[src/rtl/chk_pkg.sv]
// chk_pkg: shared state encoding and trigger-mode constants for the checkpoint monitor
package chk_pkg;
   typedef enum logic [1:0] {IDLE, RUN, CHECK, DONE} state_e;
   localparam logic TRIG_CYCLE = 1'b0;
   localparam logic TRIG_PC    = 1'b1;
endpackage

[src/rtl/chk_expect_bank.sv]
// chk_expect_bank: per-channel expected values, sync write, async indexed read, sync clear
module chk_expect_bank
   import chk_pkg::*;
#(
   parameter int DATA_W = 32,
   parameter int NUM_CH = 8,
   parameter int IDX_W  = 3
) (
   input  logic              Clk,
   input  logic              Rst,
   input  logic              we,
   input  logic [IDX_W-1:0]  widx,
   input  logic [DATA_W-1:0] wdata,
   input  logic [IDX_W-1:0]  ridx,
   output logic [DATA_W-1:0] rdata
);
   logic [DATA_W-1:0] mem_q [NUM_CH];
   logic [DATA_W-1:0] mem_d [NUM_CH];
   // next bank contents: one entry replaced on a write
   always_comb begin
      mem_d = mem_q;
      if (we) mem_d[widx] = wdata;
   end
   // bank register with synchronous clear
   always_ff @(posedge Clk) begin
      for (int i = 0; i < NUM_CH; i++) mem_q[i] <= Rst ? '0 : mem_d[i];
   end
   assign rdata = mem_q[ridx];
endmodule

[src/rtl/reg_checkpoint_monitor.sv]
// reg_checkpoint_monitor: snapshots register taps at a checkpoint and checks them against an expected bank
module reg_checkpoint_monitor
   import chk_pkg::*;
#(
   parameter int DATA_W = 32,
   parameter int NUM_CH = 8,
   parameter int CYC_W  = 16,
   localparam int IDX_W = (NUM_CH > 1) ? $clog2(NUM_CH) : 1
) (
   input  logic                     Clk,
   input  logic                     Rst,
   input  logic                     start,
   input  logic                     trig_mode,
   input  logic [CYC_W-1:0]         trig_cycle,
   input  logic [DATA_W-1:0]        trig_pc,
   input  logic [CYC_W-1:0]         timeout_cyc,
   input  logic [DATA_W-1:0]        pc_in,
   input  logic [NUM_CH*DATA_W-1:0] reg_taps,
   input  logic                     exp_we,
   input  logic [IDX_W-1:0]         exp_idx,
   input  logic [DATA_W-1:0]        exp_data,
   output logic                     busy,
   output logic                     done,
   output logic                     pass,
   output logic                     timed_out,
   output logic [NUM_CH-1:0]        fail_mask,
   output logic [IDX_W-1:0]         first_fail,
   output logic [CYC_W-1:0]         cycle_count
);
   state_e                   state_q, state_d;
   logic [CYC_W-1:0]         cyc_q, cyc_d;
   logic [IDX_W-1:0]         idx_q, idx_d, first_fail_q, first_fail_d;
   logic [NUM_CH-1:0]        fail_mask_q, fail_mask_d;
   logic [NUM_CH*DATA_W-1:0] snap_q, snap_d;
   logic                     pass_q, pass_d, timed_out_q, timed_out_d;
   logic [DATA_W-1:0]        exp_rd, snap_rd;
   logic                     trig, tmo, mis;

   chk_expect_bank #(.DATA_W(DATA_W), .NUM_CH(NUM_CH), .IDX_W(IDX_W)) u_bank (
      .Clk   (Clk),
      .Rst   (Rst),
      .we    (exp_we && !busy),
      .widx  (exp_idx),
      .wdata (exp_data),
      .ridx  (idx_q),
      .rdata (exp_rd)
   );

   // next-state, counter, snapshot capture and serial compare
   always_comb begin
      state_d      = state_q;
      cyc_d        = cyc_q;
      idx_d        = idx_q;
      first_fail_d = first_fail_q;
      fail_mask_d  = fail_mask_q;
      snap_d       = snap_q;
      pass_d       = pass_q;
      timed_out_d  = timed_out_q;
      trig         = (trig_mode == TRIG_PC) ? (pc_in == trig_pc) : (cyc_q == trig_cycle);
      tmo          = (timeout_cyc != '0) && (cyc_q == timeout_cyc) && !trig;
      snap_rd      = snap_q[idx_q*DATA_W +: DATA_W];
      mis          = snap_rd != exp_rd;
      case (state_q)
         IDLE, DONE: if (start) begin
            state_d      = RUN;
            cyc_d        = CYC_W'(1);
            fail_mask_d  = '0;
            first_fail_d = '0;
            pass_d       = 1'b0;
            timed_out_d  = 1'b0;
         end
         RUN: if (trig) begin
            state_d = CHECK;
            snap_d  = reg_taps;
            idx_d   = '0;
         end else if (tmo) begin
            state_d     = DONE;
            timed_out_d = 1'b1;
         end else begin
            cyc_d = &cyc_q ? cyc_q : cyc_q + 1'b1;
         end
         CHECK: begin
            if (mis) begin
               fail_mask_d[idx_q] = 1'b1;
               if (fail_mask_q == '0) first_fail_d = idx_q;
            end
            if (idx_q == IDX_W'(NUM_CH-1)) begin
               state_d = DONE;
               pass_d  = fail_mask_d == '0;
            end else begin
               idx_d = idx_q + 1'b1;
            end
         end
         default: state_d = IDLE;
      endcase
   end

   // state and result registers with synchronous reset
   always_ff @(posedge Clk) begin
      if (Rst) begin
         state_q      <= IDLE;
         cyc_q        <= '0;
         idx_q        <= '0;
         first_fail_q <= '0;
         fail_mask_q  <= '0;
         snap_q       <= '0;
         pass_q       <= 1'b0;
         timed_out_q  <= 1'b0;
      end else begin
         state_q      <= state_d;
         cyc_q        <= cyc_d;
         idx_q        <= idx_d;
         first_fail_q <= first_fail_d;
         fail_mask_q  <= fail_mask_d;
         snap_q       <= snap_d;
         pass_q       <= pass_d;
         timed_out_q  <= timed_out_d;
      end
   end

   assign busy        = (state_q == RUN) || (state_q == CHECK);
   assign done        = state_q == DONE;
   assign pass        = pass_q;
   assign timed_out   = timed_out_q;
   assign fail_mask   = fail_mask_q;
   assign first_fail  = first_fail_q;
   assign cycle_count = cyc_q;
endmodule

[config.mk]
export PLATFORM = sky130hd
export DESIGN_NAME = reg_checkpoint_monitor
export DESIGN_NICKNAME = d
export VERILOG_FILES = /design/src/rtl/chk_pkg.sv /design/src/rtl/chk_expect_bank.sv /design/src/rtl/reg_checkpoint_monitor.sv
export SDC_FILE = /design/constraint.sdc
export NUM_CORES = 1
export LEC_CHECK = 0
export ABC_AREA = 1
export ABC_CLOCK_PERIOD_IN_PS = 3350
export CAP_MARGIN = 40
export CELL_PAD_IN_SITES_DETAIL_PLACEMENT = 1
export CELL_PAD_IN_SITES_GLOBAL_PLACEMENT = 1
export CORE_MARGIN = 2
export CORE_UTILIZATION = 40
export CTS_CLUSTER_SIZE = 24
export DETAILED_ROUTE_END_ITERATION = 7
export PLACE_DENSITY = 0.89
export SYNTH_ARGS = -nofsm -noshare
export SYNTH_HDL_FRONTEND = slang
export SYNTH_SLANG_ARGS = --single-unit
[constraint.sdc]
create_clock -name Clk -period 3.35 [get_ports Clk]
set_input_delay 0.67 -clock Clk [delete_from_list [all_inputs] [get_ports Clk]]
set_output_delay 0.67 -clock Clk [all_outputs]
set_load 0.02 [all_outputs]
* After elaboration in Yosys (flattened, before gate mapping)
Cells that the tools add are included.
** Storage, ports and cells
- Register bits :: 546
- Latch bits :: 0
- Bits in writable memories :: 0
- Memory bits (read-only) :: 0
- Bits of input ports :: 392
- Output and inout port bits :: 31
- Logic and storage cells :: 107
- Memories :: 0
** Cells by class
- Add/subtract/negate cells :: 2
- Multiply operators :: 0
- Div/mod/pow operators :: 0
- Magnitude comparators :: 5
- Equal/unequal tests :: 19
- Shift-type cells :: 1
- Multiplexer cells :: 36
- Bitwise logic cells :: 3
- Reduce and logical (&&, ||, !) cells :: 25
** Operators with widths (count)
- $bwmux W256 :: 1
- $shiftx A256 B9 Y32 :: 1
- $bmux W32 S3 :: 1
- $demux W32 S3 :: 1
- $mux W32 :: 3
- $mux W16 :: 4
- $eq A16 B16 Y1 :: 2
- $eq A32 B32 Y1 :: 1
- $ne A32 B32 Y1 :: 1
- $pmux W16 S2 :: 1
- $mux W8 :: 3
- $ne A2 B2 Y1 const B :: 10
- $add A16 B1 Y16 const B :: 1
- $logic_not A8 Y1 :: 2
- $pmux W8 S2 :: 1
- $reduce_and A16 Y1 :: 1
- $reduce_bool A16 Y1 :: 1
- $mux W3 :: 5
- $pmux W3 S2 :: 2
- $reduce_and A3 Y1 :: 3
- $ge A4 B4 Y1 const B :: 2
- $mux W2 :: 4
- $not A3 Y4 :: 2
- $or A8 B8 Y8 :: 1
- other kinds (21) :: 37

* Longest topological paths before layout
- Word-level depth :: 10
- Depth in mapped cells :: 23

* Modules after synthesis
A second synthesis with hierarchy kept.
** Unflattened totals
- Cell total of the unflattened synthesis :: 4185
- Area total of the unflattened synthesis :: 26898.3 um^2
** Modules (own cells, without submodules)
- reg_checkpoint_monitor :: times used 1, cells each 2206, area an instance 14560.2 um^2, seq. area each 5805.6 um^2
- chk_expect_bank :: times used 1, cells each 1979, area an instance 12338.1 um^2, seq. area each 5124.9 um^2

* Worst setup path before layout
No wires, ideal clock.
- Kind :: input -> register
- Start :: input trig_pc[7]
- End :: register snap_q[100]
- Library setup time :: 0.119 ns
- Data arrival time :: 2.255 ns
- Required time :: 3.231 ns
- Setup slack :: 0.975 ns
- Stages :: 13
- Path buffers :: 3
- Cells stage by stage :: inv_1 -> or2_2 -> nand4_1 -> nor3_1 -> nand4_1 -> nor2_1 -> nand3_1 -> nand2_1 -> nand2_1 -> clkbuf_1 -> clkbuf_1 -> buf_2 -> a21oi_1
** Between the ends
- Longest elaborated chain between the ends :: 3
** Ends and longest elaborated chain
- start, declared :: line reg_checkpoint_monitor.sv:15 : input logic [DATA_W-1:0] trig_pc,
- $eq A32 B32 Y1 :: line reg_checkpoint_monitor.sv:59 : trig = (trig_mode == TRIG_PC) ? (pc_in == trig_pc) : (cyc_q == trig_cycle);
- $mux W1 :: line reg_checkpoint_monitor.sv:59
- $reduce_and A2 Y1 (no source line)
- end signal, assigned :: line reg_checkpoint_monitor.sv:115 : snap_q <= snap_d;
- end, declared :: line reg_checkpoint_monitor.sv:34 : logic [NUM_CH*DATA_W-1:0] snap_q, snap_d;
Every way passes these cells.
A chain may end at the register's enable or synchronous reset.

* Final worst setup path
- Start :: register idx_q[0]
- End :: register pass_q (netlist: pass)
** Between the ends
- Longest elaborated chain between the ends :: 10
- Elaborated cells on any way between the ends :: 20
- Classes of those cells :: 2 x order compare; 3 x eq/ne; 1 x shift; 9 x mux; 2 x bitwise; 3 x reduce/logical
** Ends and longest elaborated chain
- start, declared :: line reg_checkpoint_monitor.sv:32 : logic [IDX_W-1:0] idx_q, idx_d, first_fail_q, first_fail_d;
- start signal, assigned :: line reg_checkpoint_monitor.sv:112 : idx_q <= idx_d;
- parallel branches: the longest is 10 deep, another holds $shiftx A256 B9 Y32
- end signal, assigned :: line reg_checkpoint_monitor.sv:116 : pass_q <= pass_d;
- end, declared :: line reg_checkpoint_monitor.sv:35 : logic pass_q, pass_d, timed_out_q, timed_out_d;
Parallel ways; which one is timed is not known. The select of a mux whose other input is x is not followed.

==> results.ini <==
[global_routing]
antenna_found_initial=18
track_usage=0.303
grt_overflow=0
grt_max_degree=122
grt_pass1_wl_um=161000
grt_pass1_vias=28200

[worst_setup_path]
crit_chain=buf_12 > buf_12 > nand2_1 > nand2_1 > nand2_1 > nor2_2 > nand2_1 > nand2_1 > nand2_1 > nor2_1 > nand2_1 > nor2_2 > nand2_2 > a21oi_1 > nand2_1 > nor2_1 > nand3_1 > a21oi_1
path_max_fanout=40
slowest_stage=dfxtp_4
r2r-end=pass
r2r-start=idx_q[0]
crit_path_end_kind=flip-flop
critPathMaxStageDelay_ns=0.48
reg2regPathDepth=18
cp.required_ns=3.90
rrSetupSlack_ns=0.25
path_delay_family=simple AND/OR/NAND/NOR gates
crit_cells=18
crit_arrival_ns=3.64
crit_path_frequent_cell=nand2_1
path_class=reg -> reg
cp-start-kind=flip-flop
critPathBufInv=2

[route]
routed_wl_um=105000
wl_per_cell_um=20.2
avgViaCountPerCell=5.33
top_layer=met5
route.met3.wl_um=5670
vias=27700
drc=0
dr_wl_met2_um=51000
drt-initial-drc-count=1912
dr.pass1.iters=5
m1WireLength_um=43100
final_antenna_net_count=0

[place]
place_congestion=0.924
dp_slack_ns=0.00287
place_area_um2=31500
post-dp-hpwl_um=73100
port_buffers=422

[yosys]
yosysSeqAreaShare=0.415
netlist_instances=3960
ys_seq_elements=546
synth_nets=4358
synth_area_per_cell_um2=6.65
yosysUniqueCellTypes=38
netlist_area_um2=26300
yosys_warnings=0

[floorplan]
die_w_um=261
die_area_um2=67900
die_y_um=261
coreArea_um2=65500
boundaryPins=423
row_count=94
start_util=0.402

[worst_hold_path]
whs_endpoint=u_bank.mem_q[209]
min_path_cells=2
min_path_type=reg -> reg
worstHoldStart=u_bank.mem_q[209]

[sta]
worstMarginPinSlew_ns=0.733
worst_clock_skew_ns=0.0140
max_freq_mhz=323
holdWs_ns=0.452
maxSlewViolCount=0
setup_tns_ns=0
fin_crit_sh=0.924
setup_slack_ns=0.255
setup_viol=0
maxSlewHeadroom=0.508
hold_viol_final=0
period_needed_ns=3.10

[clock_network]
cts.sinks=546
numCtsBuffers=59
clkTransAtPathRegs_ns=0.06
postCtsHoldBufs=0
cts_root_buffer=clkbuf_16
cts_buffer_depth=3
tritoncts=done
htree_levels=2
clk_latency_ns=0.63

[layout]
drive_gt1_frac=0.0512
fin_nets=4677
synthToLayoutAreaGrowth_pct=26.9
postLayoutCellArea_um2=33400

[pwr]
cellPowerDensity_nw_per_um2=554
peakVddDrop_mv=0.455
cellLeakagePower_uw=0.0139

[job]
cap_violations=0

[outcome]
status=complete, no violations

cells in the final DEF (no fill, tap or decap), types with 3 or more instances in the layout:
cell	synthesis	routed
nand2_1	826	825
inv_1	592	591
dfxtp_1	546	543
o21ai_0	528	528
a21oi_1	477	477
clkdlybuf4s50_1	0	422
nor2_1	290	288
nand3_1	228	228
buf_4	14	70
clkbuf_16	0	61
o211ai_1	39	39
xor2_1	36	36
buf_12	1	29
nand4_1	22	22
clkbuf_1	160	19
diode_2	0	17
nor3_1	14	14
xnor2_1	14	14
inv_2	13	13
nor4_1	11	11
clkbuf_8	0	10
clkinv_2	0	8
nor2_2	6	7
a211oi_1	6	6
ha_1	6	6
o21ai_1	7	5
clkinv_1	5	5
o22ai_1	4	4
o2111ai_1	4	4
nor2_4	3	4
a221oi_1	4	4
or2_2	3	3
bufinv_16	0	3
final cells by class:
type | count | area (um2)
Antenna cell | 17 | 42.5
Clock buffer | 90 | 1740
Multi-Input combinational cell | 2538 | 11800
Clock inverter | 11 | 130
Fill cell | 8424 | 32100
Inverter | 611 | 2320
Sequential cell | 546 | 10900
Tap cell | 864 | 1080
Timing Repair Buffer | 523 | 5370
cells in the mapped netlist, drive strengths merged:
cell	count	area, um2
o2111ai	4	35.0
dfxtp	546	10900
a221oi	4	35.0
nor4	11	68.8
and3	1	6.26
nor3	14	70.1
or2	3	18.8
buf	105	717
nor2	299	1160
inv	606	2280
nand4	22	138
a211oi	6	45.0
o21ai	535	2680
xnor2	14	123
nand2	828	3110
o211ai	39	293
a21oi	478	2400
o22ai	4	25.0
clkinv	5	18.8
nand3b	1	7.51
nand3	228	1140
a22oi	2	15.0
nor3b	1	7.51
or4	2	15.0
clkbuf	160	601
ha	6	75.1
xor2	36	315
cell families (layout without fill, tap and decap cells):
family	after synthesis	count (layout)	share of synthesized area
other	0	17	0
AND/OR/NAND/NOR	1410	1410	0.218
XOR/XNOR	50	50	0.0166
AO/OA/AOI/OAI	1072	1072	0.210
flip-flops	546	546	0.415
adder cells (fa/ha/maj)	6	6	0.00285
buffers and inverters	876	1235	0.137
worst min-delay path: cells and delay by family, from the launching register on:
family	cells	cell delay, ns
AO/OA/AOI/OAI	1	0.05
buffers and inverters	1	0.06
flip-flops	1	0.30
where the power goes:
group	switching [uW]	internal [uW]	total, uW
clock	2740	3750	6500
combinational	3330	1840	5170
sequential	121	6740	6860
layer usage:
metal  GRT usage  up-vias
li1            -    13200
met1       0.365    13500
met2       0.527      765
met3      0.0441      224
met4       0.147        8
met5           0        -
per-stage QoR:
step,cells,util,total power [uW]
2_1_floorplan,3960,-,9950
3_3_place_gp,5082,0.480,11800
3_5_place_dp,5082,0.480,12000
4_1_cts,5183,0.509,18500
5_1_grt,5195,0.510,19400
6_report,5200,0.510,18500
worst max-delay path by stage:
stage,start,to,slack (ns)
floorplan,trig_pc[7],snap_q[100],0.98
global placement,trig_pc[7],cycle_count[7],0.18
detailed placement,pc_in[5],snap_q[173],0.003
CTS,idx_q[0],pass,0.09
global route,idx_q[0],pass,-0.002
finish,idx_q[0],pass,0.25
repair_timing:
action,in CTS,in global routing
setup buffers,0,0
setup endpoints to repair,0,5
gates resized for setup,0,12
flip-flops by register name (all words and copies together), names as in the netlist:
register and flops:
cycle_count 16, fail_mask 8, first_fail 3, idx_q 3, pass 1, snap_q 256, state_q 2, timed_out 1
u_bank.mem_q 256
Note: power is estimated with default switching activity, not from simulation.
